$ cat src/rtl/bcd_to_bin_unit_if.sv
// Handshake bundle for bcd_to_bin_unit: packed-BCD request side and binary result side.
// The producer/consumer uses the master modport; the converter uses the slave modport.
interface bcd_to_bin_unit_if #(
  parameter int DIGITS = 4,
  parameter int BIN_W  = 14
);
  logic                  in_valid;
  logic                  in_ready;
  logic [4*DIGITS-1:0]   in_bcd;
  logic                  out_valid;
  logic                  out_ready;
  logic [BIN_W-1:0]      out_bin;
  logic                  out_err;

  modport master (
    output in_valid, in_bcd, out_ready,
    input  in_ready, out_valid, out_bin, out_err
  );

  modport slave (
    input  in_valid, in_bcd, out_ready,
    output in_ready, out_valid, out_bin, out_err
  );
endinterface

$ cat src/rtl/bcd_to_bin_unit.sv
// Iterative packed-BCD to binary converter (reverse double-dabble, one shift per clock).
// Define BCD2BIN_ERR_CHECK_EN to flag inputs with a nibble above 9 instead of converting them.
module bcd_to_bin_unit #(
  parameter int DIGITS = 4,
  parameter int BIN_W  = 14
) (
  input logic             clk,
  input logic             reset_n,
  bcd_to_bin_unit_if.slave bus
);
  localparam int BCD_W = 4 * DIGITS;
  localparam int SR_W  = BCD_W + BIN_W;
  localparam int CNT_W = $clog2(BIN_W + 1);
  localparam logic [CNT_W-1:0] LAST_STEP = CNT_W'(BIN_W - 1);

  typedef enum logic [1:0] {
    IDLE,
    CONV,
    DONE
  } state_t;

  state_t            state;
  state_t            state_next;
  logic [SR_W-1:0]   sr;
  logic [SR_W-1:0]   sr_shifted;
  logic [SR_W-1:0]   sr_step;
  logic [CNT_W-1:0]  count;
  logic              err_pending;
  logic [BIN_W-1:0]  out_bin_q;
  logic              out_err_q;
  logic              accept;
  logic              bad_digit;

  function automatic logic has_bad_nibble(input logic [BCD_W-1:0] value);
    has_bad_nibble = 1'b0;
    for (int d = 0; d < DIGITS; d++) begin
      if (value[4*d +: 4] > 4'd9) has_bad_nibble = 1'b1;
    end
  endfunction

  assign accept = bus.in_valid && (state == IDLE);

`ifdef BCD2BIN_ERR_CHECK_EN
  assign bad_digit = has_bad_nibble(bus.in_bcd);
`else
  assign bad_digit = 1'b0;
`endif

  assign bus.in_ready  = (state == IDLE);
  assign bus.out_valid = (state == DONE);
  assign bus.out_bin   = out_bin_q;
  assign bus.out_err   = out_err_q;

  // One reverse double-dabble step: shift right, then pull 3 out of any digit that reached 8.
  always_comb begin
    sr_shifted = sr >> 1;
    sr_step    = sr_shifted;
    for (int d = 0; d < DIGITS; d++) begin
      if (sr_shifted[BIN_W + 4*d + 3]) begin
        sr_step[BIN_W + 4*d +: 4] = sr_shifted[BIN_W + 4*d +: 4] - 4'd3;
      end
    end
  end

  always_ff @(posedge clk or negedge reset_n) begin
    if (!reset_n) begin
      state <= IDLE;
    end else begin
      state <= state_next;
    end
  end

  always_comb begin
    state_next = state;
    unique case (state)
      IDLE:    if (accept) state_next = CONV;
      CONV:    if (err_pending || (count == LAST_STEP)) state_next = DONE;
      DONE:    if (bus.out_ready) state_next = IDLE;
      default: state_next = IDLE;
    endcase
  end

  // A rejected input still spends one cycle in CONV so the error result lands one edge after accept.
  always_ff @(posedge clk or negedge reset_n) begin
    if (!reset_n) begin
      sr          <= '0;
      count       <= '0;
      err_pending <= 1'b0;
      out_bin_q   <= '0;
      out_err_q   <= 1'b0;
    end else begin
      unique case (state)
        IDLE: begin
          if (accept) begin
            sr          <= {bus.in_bcd, {BIN_W{1'b0}}};
            count       <= '0;
            err_pending <= bad_digit;
            out_err_q   <= 1'b0;
          end
        end
        CONV: begin
          if (err_pending) begin
            out_bin_q   <= '0;
            out_err_q   <= 1'b1;
            err_pending <= 1'b0;
          end else begin
            sr    <= sr_step;
            count <= count + 1'b1;
            if (count == LAST_STEP) out_bin_q <= sr_step[BIN_W-1:0];
          end
        end
        default: begin
        end
      endcase
    end
  end

`ifndef SYNTHESIS
  logic input_ok;

  always_ff @(posedge clk or negedge reset_n) begin
    if (!reset_n) begin
      input_ok <= 1'b0;
    end else if (accept) begin
      input_ok <= !has_bad_nibble(bus.in_bcd);
    end
  end

  // A well-formed BCD value must have drained completely out of the decimal field by the last step.
  always_ff @(posedge clk) begin
    if (reset_n && (state == CONV) && !err_pending && (count == LAST_STEP) && input_ok) begin
      assert (sr_step[SR_W-1:BIN_W] == '0);
    end
  end
`endif
endmodule

$ cat src/flat_wrapper.sv
// flat-port wrapper written by rule: the top's interface ports become plain ports
module bcd_to_bin_unit_flat 
#(
  parameter int DIGITS = 4,
  parameter int BIN_W  = 14
)
  (clk, reset_n, bus_in_valid, bus_in_bcd, bus_out_ready, bus_in_ready, bus_out_valid, bus_out_bin, bus_out_err);
  bcd_to_bin_unit_if #(.DIGITS(DIGITS), .BIN_W(BIN_W)) bus_i ();
  input logic clk;
  input logic reset_n;
  input wire logic [$bits(bus_i.in_valid)-1:0] bus_in_valid;
  input wire logic [$bits(bus_i.in_bcd)-1:0] bus_in_bcd;
  input wire logic [$bits(bus_i.out_ready)-1:0] bus_out_ready;
  output wire logic [$bits(bus_i.in_ready)-1:0] bus_in_ready;
  output wire logic [$bits(bus_i.out_valid)-1:0] bus_out_valid;
  output wire logic [$bits(bus_i.out_bin)-1:0] bus_out_bin;
  output wire logic [$bits(bus_i.out_err)-1:0] bus_out_err;
  assign bus_i.in_valid = bus_in_valid;
  assign bus_i.in_bcd = bus_in_bcd;
  assign bus_i.out_ready = bus_out_ready;
  assign bus_in_ready = bus_i.in_ready;
  assign bus_out_valid = bus_i.out_valid;
  assign bus_out_bin = bus_i.out_bin;
  assign bus_out_err = bus_i.out_err;
  bcd_to_bin_unit #(.DIGITS(DIGITS), .BIN_W(BIN_W)) u_core (.clk(clk), .reset_n(reset_n), .bus(bus_i));
endmodule
$ cat config.mk
export PLATFORM = sky130hd
export DESIGN_NAME = bcd_to_bin_unit_flat
export DESIGN_NICKNAME = d
export VERILOG_FILES = /design/src/rtl/bcd_to_bin_unit_if.sv /design/src/rtl/bcd_to_bin_unit.sv /design/src/flat_wrapper.sv
export SDC_FILE = /design/constraint.sdc
export NUM_CORES = 1
export LEC_CHECK = 0
export BUFFER_PORTS_ARGS = -buffer_cell sky130_fd_sc_hd__buf_4
export CAP_MARGIN = 20
export CORE_ASPECT_RATIO = 1.2
export CORE_MARGIN = 2
export CORE_UTILIZATION = 47
export DETAILED_ROUTE_END_ITERATION = 7
export GPL_TIMING_DRIVEN = 1
export PLACE_DENSITY_LB_ADDON = 0.2
export RECOVER_POWER = 50
export SETUP_SLACK_MARGIN = 0.05
export SKIP_CTS_REPAIR_TIMING = 1
export SLEW_MARGIN = 20
export SYNTH_ARGS = -nofsm -noshare
export SYNTH_HDL_FRONTEND = slang
export SYNTH_SLANG_ARGS = --single-unit
$ cat constraint.sdc
create_clock -name clk -period 1.7 [get_ports clk]
set_input_delay 0.425 -clock clk [delete_from_list [all_inputs] [get_ports clk]]
set_output_delay 0.425 -clock clk [all_outputs]
set_load 0.02 [all_outputs]
==> results.toml, run 1 <==
[timing]
relSlewSlack_pct = 19.0
finalCriticalPeriod_ns = 1.62
finalClockSkew_ns = 0.00852
setup-violations-final = 0
rsz0062_at_grt = "true"
hold_viol_final = 0
max_freq_mhz = 618
setup_slack_ns = 0.0828
post-route-period-util_pct = 95.1
final_max_slew_viol_count = 0
tightest_slew_ns = 1.22

[yosys]
synth_cell_type_count = 34
syn_area_per_cell_um2 = 12.7
syn-cell-area_um2 = 2290
synthCells = 180
ys_ff_latch = 50
synth_warnings = 0
syn-num-nets = 205
ys_seq_area_share_pct = 54.7

[global_routing]
grt_first_pass_wirelength_mm = 7.49
grt_use_total_pct = 18.3
antenna_found_initial = 0
grt_overflow = 0
grt_max_degree = 51
grt_pass1_vias = 1590

[die]
die_x_um = 67.7
fp.dieArea_um2 = 5450
initial_core_util_pct = 49.4
ios = 37
die_y_um = 80.4
core_um2 = 4630
fp-row-count = 27

[route]
dr_total_vias = 1558
drt_first_pass_iters = 4
drcViolationCount = 0
routed_via_density = 5.60
wl_per_cell_um = 16.4
postRouteAntennaNets = 0
drtIter0Drc = 112
postRouteWirelength_mm = 4.57

[layout]
seqCellArea_um2 = 1250
final_common_cell = "dfrtp_1"
final_cell_mix = "49 x dfrtp_1, 39 x buf_4, 14 x a22o_1"
diodes = 0
final_layout_size_suffix_gt1_share_pct = 32.3
layout.nets = 244
area_growth_pct = 19.7
fin_area_um2 = 2740
multiInputGateArea_um2 = 947
nFillCells = 377

[pwr]
combPwrFrac_pct = 40.1
intPower_uw = 3450
switchingPower_uw = 1840
ir_drop_mv = 0.760
seqPwrFrac_pct = 40.8
p_leak_uw = 0.00134
swShare_pct = 34.8
powerDensity_nw_per_um2 = 1930
pwr-share-clk_pct = 19.1

[setup_path]
cp.arrival_ns = 1.19
start_kind = "flop"
critPathMostFrequentCell = "buf_4"
r2r_end = "u_core.bus.out_bin[1]$_DFFE_PN0P_"
r2r_start = "u_core.count[1]$_DFFE_PN0P_"
path_cells = "buf_4 -> nor2_4 -> buf_4"
slowest_stage = "dfrtp_2"
critPathMaxFanout = 15
setup.worst_path.class = "reg -> out"
critical_path_required_ns = 1.27
critPathCaptureType = "output pin"
r2r_slack_ns = 0.12
slowest_delay_ns = 0.43
r2r_cells = 5

[clock_network]
clockBufferDepth = 2
cts_made_buffers = 5
htree_num_levels = 2
clk_pin_slew_worst_paths_ns = 0.09
cts_tree = "built"
cts_root_buf = "clkbuf_8"
clock-sinks = 50
clock_latency_ns = 0.30

[place]
placed_cell_area_um2 = 2590
dp_hpwl_mm = 3.05
routabilityCongestion = 0.750
place_ws_ns = 0.108
io_buffers = 36

[flow_run]
timing.max_cap.violations = 0

[worst_hold_path]
hp-class = "in -> async"

[run_status]
status = "completed"
state kept, by name, summed over array words and instances (netlist names):
signal,flops
u_core.sr,29
u_core.state,2
u_core.count,4
u_core.bus.out_err,1
u_core.bus.out_bin,14
worst max-delay path by stage:
stage | end | startpoint | slack (ns)
after floorplan | u_core.bus.out_bin[0]$_DFFE_PN0P_ | u_core.count[0]$_DFFE_PN0P_ | 0.13
after global placement | u_core.bus.out_bin[6]$_DFFE_PN0P_ | u_core.count[1]$_DFFE_PN0P_ | 0.18
after detailed placement | u_core.bus.out_bin[3]$_DFFE_PN0P_ | u_core.count[1]$_DFFE_PN0P_ | 0.11
after CTS | bus_in_ready | u_core.state[1]$_DFFE_PN0P_ | -0.05
after global routing | bus_in_ready | u_core.state[1]$_DFFE_PN0P_ | 0.03
final | bus_in_ready | u_core.state[1]$_DFFE_PN0P_ | 0.08
critical path: cells and delay by family (launching register included):
| family | cells | cell delay [ns] |
|---|---|---|
| simple gates | 1 | 0.11 |
| buf+inv | 2 | 0.35 |
| flops | 1 | 0.43 |
Yosys cell counts, drive strengths merged:
| cell type | count | area [µm²] |
|---|---|---|
| a21o | 1 | 7.51 |
| a21oi | 4 | 20.0 |
| a221o | 6 | 60.1 |
| a22o | 14 | 123 |
| a2bb2oi | 3 | 26.3 |
| and2 | 3 | 21.3 |
| and3 | 1 | 6.26 |
| buf | 7 | 71.3 |
| clkbuf | 6 | 22.5 |
| dfrtp | 50 | 1250 |
| ha | 5 | 62.6 |
| inv | 3 | 11.3 |
| mux2 | 17 | 225 |
| mux2i | 3 | 30.0 |
| nand2 | 9 | 33.8 |
| nand2b | 5 | 31.3 |
| nand3 | 4 | 20.0 |
| nand3b | 1 | 7.51 |
| nor2 | 5 | 18.8 |
| nor2b | 2 | 20.0 |
| nor3b | 6 | 45.0 |
| o21ai | 10 | 50.1 |
| o21bai | 1 | 11.3 |
| o22a | 3 | 26.3 |
| o22ai | 3 | 18.8 |
| or3 | 1 | 6.26 |
| xnor2 | 3 | 26.3 |
| xor2 | 4 | 35.0 |
power groups by stage:
stage	clock network [µW]	logic [µW]	registers [µW]
floorplan	0	1450	2200
global placement	0	2050	2130
detailed placement	0	2150	2170
CTS	1020	2160	2150
global route	1080	2340	2230
finish	1010	2120	2160
kinds of logic after synthesis:
group	Yosys count	synth area share (%)
AND/OR/NAND/NOR	37	9.19
AO/OA/AOI/OAI	45	15.0
adder cells (fa/ha/maj)	5	2.73
multiplexers	20	11.2
buffers and inverters	16	4.59
flip-flops	50	54.7
XOR/XNOR	7	2.68
per-layer routing:
metal	track usage, %	up-vias	routed length (µm)
met5	0	-	0
met4	6.73	0	71
met3	4.62	9	192
met2	30.1	33	2360
met1	23.0	792	1940
li1	-	724	-
through the flow:
stage                     hold slack, ns  total power (µW)  util (%)  TNS [ns]  cells
after CTS                          0.153              5330      59.0   -0.0456    276
final                              0.366              5290      59.2         0    278
after global routing               0.362              5650      59.2         0    278
after detailed placement           0.480              4320      56.0         0    268
after global placement             0.463              4180      56.0         0    268
after floorplan                    0.129              3650         -         0    180
area by class of cell:
cell class / count / share of cell area, %
Multi-Input combinational cell: 115 / 34.6
Sequential cell: 50 / 45.7
Timing Repair Buffer: 44 / 11.4
Clock inverter: 2 / 2.19
Clock buffer: 6 / 3.02
Inverter: 3 / 0.411
Tap cell: 58 / 2.65
No activity file was read; power rests on OpenSTA's default activity.
==> inputs of run 2 (changes only) <==
- CTS_BUF_LIST: not set -> sky130_fd_sc_hd__clkbuf_4
- RECOVER_POWER: 50 -> not set
==> run 2 against run 1 <==
- fmax increased by 0.13%
- register-to-register slack about the same
- die area unchanged
- largest cell class unchanged
- highest routed layer unchanged
==> results.toml, run 2 (synthesis results as in run 1) <==
[die]
die_y_um = 80.4
core_um2 = 4630
fp.dieArea_um2 = 5450
ios = 37
die_x_um = 67.7
fp-row-count = 27
initial_core_util_pct = 49.4

[setup_path]
path_cells = "nor2b_2 -> buf_4"
crit_family = "flip-flops"
critical_path_depth = 2
critical_path_required_ns = 1.27
crit_buf_inv = 1
start_kind = "flop"
cp.arrival_ns = 1.19
critPathCaptureType = "output pin"
setup.worst_path.class = "reg -> out"
slowest_stage = "dfrtp_2"
slowest_delay_ns = 0.50
r2r_cells = 5
critPathMaxFanout = 7

[layout]
final_layout_size_suffix_gt1_share_pct = 35.4
final_cell_mix = "48 x dfrtp_1, 45 x buf_4, 14 x a22o_1"
postLayoutCoreUtil_pct = 59.5
stdcell_count = 281
final_common_cell = "dfrtp_1"
layout.nets = 247
largest_register_ffs = 29
area_growth_pct = 20.3
largest_register = "u_core.sr"
diodes = 0

[timing]
post-route-period-util_pct = 95.0
max_freq_mhz = 619
setup_slack_ns = 0.0849
hold_viol_final = 0
rsz0062_at_grt = "true"
tightest_slew_ns = 0.618
final_max_slew_viol_count = 0
finalCriticalPeriod_ns = 1.62
relSlewSlack_pct = 58.8
finalClockSkew_ns = 0.0160
setup-violations-final = 0

[route]
drcViolationCount = 0
routed_via_density = 5.62
wl_per_cell_um = 16.6
drt_first_pass_iters = 4
postRouteWirelength_mm = 4.67
postRouteAntennaNets = 0
dr_total_vias = 1579
drtIter0Drc = 120

[global_routing]
grt_first_pass_wirelength_mm = 7.59
grt_pass1_vias = 1602
grt_max_degree = 51
grt_overflow = 0
grt_use_total_pct = 18.6
antenna_found_initial = 0

[place]
routabilityCongestion = 0.750
dp_hpwl_mm = 3.05
io_buffers = 36
placed_cells = 268
place_ws_ns = 0.108

[pwr]
powerDensity_nw_per_um2 = 1880
ir_drop_mv = 0.726
p_leak_uw = 0.00136

[run_status]
status = "completed"

[clock_network]
clockBufferDepth = 2
clock_latency_ns = 0.36
cts_tree = "built"
cts_root_buf = "clkbuf_4"
clock-sinks = 50
clk_pin_slew_worst_paths_ns = 0.15
cts_made_buffers = 5
htree_num_levels = 2

[flow_run]
timing.max_cap.violations = 0

[worst_hold_path]
hp-class = "in -> async"
==> run 2: changes by cell type in the layout (fill, tap and decap cells not counted), moves of 4 or more <==
cell	previous run	this run
buf_4	39	45
clkbuf_1	4	0
clkbuf_4	0	5
clkbuf_8	6	0
==> run 2: path summary, 6_finish.rpt <==
kind,from,end,slack [ns]
setup / recovery,u_core.state[0]$_DFFE_PN0P_,bus_out_valid,0.08
min in group clk,bus_in_bcd[15],u_core.sr[29]$_DFFE_PN0P_,0.30
hold reg to reg,u_core.sr[28]$_DFFE_PN0P_,u_core.sr[28]$_DFFE_PN0P_,0.51
hold / removal,reset_n,u_core.bus.out_bin[9]$_DFFE_PN0P_,0.06
max in group asynchronous,reset_n,u_core.state[0]$_DFFE_PN0P_,1.20
setup reg to reg,u_core.count[1]$_DFFE_PN0P_,u_core.bus.out_bin[9]$_DFFE_PN0P_,0.13
==> run 2: worst reg2reg max path, delay by kind of cell, from the launching register on <==
kind                     cells  cell delay (ns)
flip-flops                   1             0.45
buffers and inverters        1             0.08
multiplexers                 1             0.33
AND/OR/NAND/NOR              2             0.52
adder cells (fa/ha/maj)      1             0.13
==> run 2: area by class of cell <==
cell class / instances / area, µm²
multi-input combinational: 115 / 950
clock inverter: 3 / 63.8
fill: 372 / 1880
tap: 58 / 72.6
timing repair buffer: 47 / 364
sequential: 50 / 1250
inverter: 3 / 11.3
clock buffer: 5 / 37.5
==> run 2: power breakdown <==
| group | switching (µW) | leakage [µW] | internal (µW) |
|---|---|---|---|
| logic | 1020 | 0.000660 | 1180 |
| registers | 457 | 0.000644 | 1700 |
| clock network | 371 | 0.0000528 | 453 |
==> run 2: through the flow <==
stage,setup TNS [ns],hold WS (ns),total power (µW),cell area [µm²]
3_5_place_dp,0,0.480,4320,2590
6_report,0,0.0558,5180,2750
2_1_floorplan,0,0.129,3650,2290
4_1_cts,-0.131,0.0687,5150,2690
3_3_place_gp,0,0.463,4180,2590
5_1_grt,0,0.0902,5540,2750
==> run 2: routing by layer <==
metal,wire (µm),GRT usage (%)
met1,1990,23.5
met2,2390,31.0
met3,213,4.06
met4,75,6.12
met5,0,0
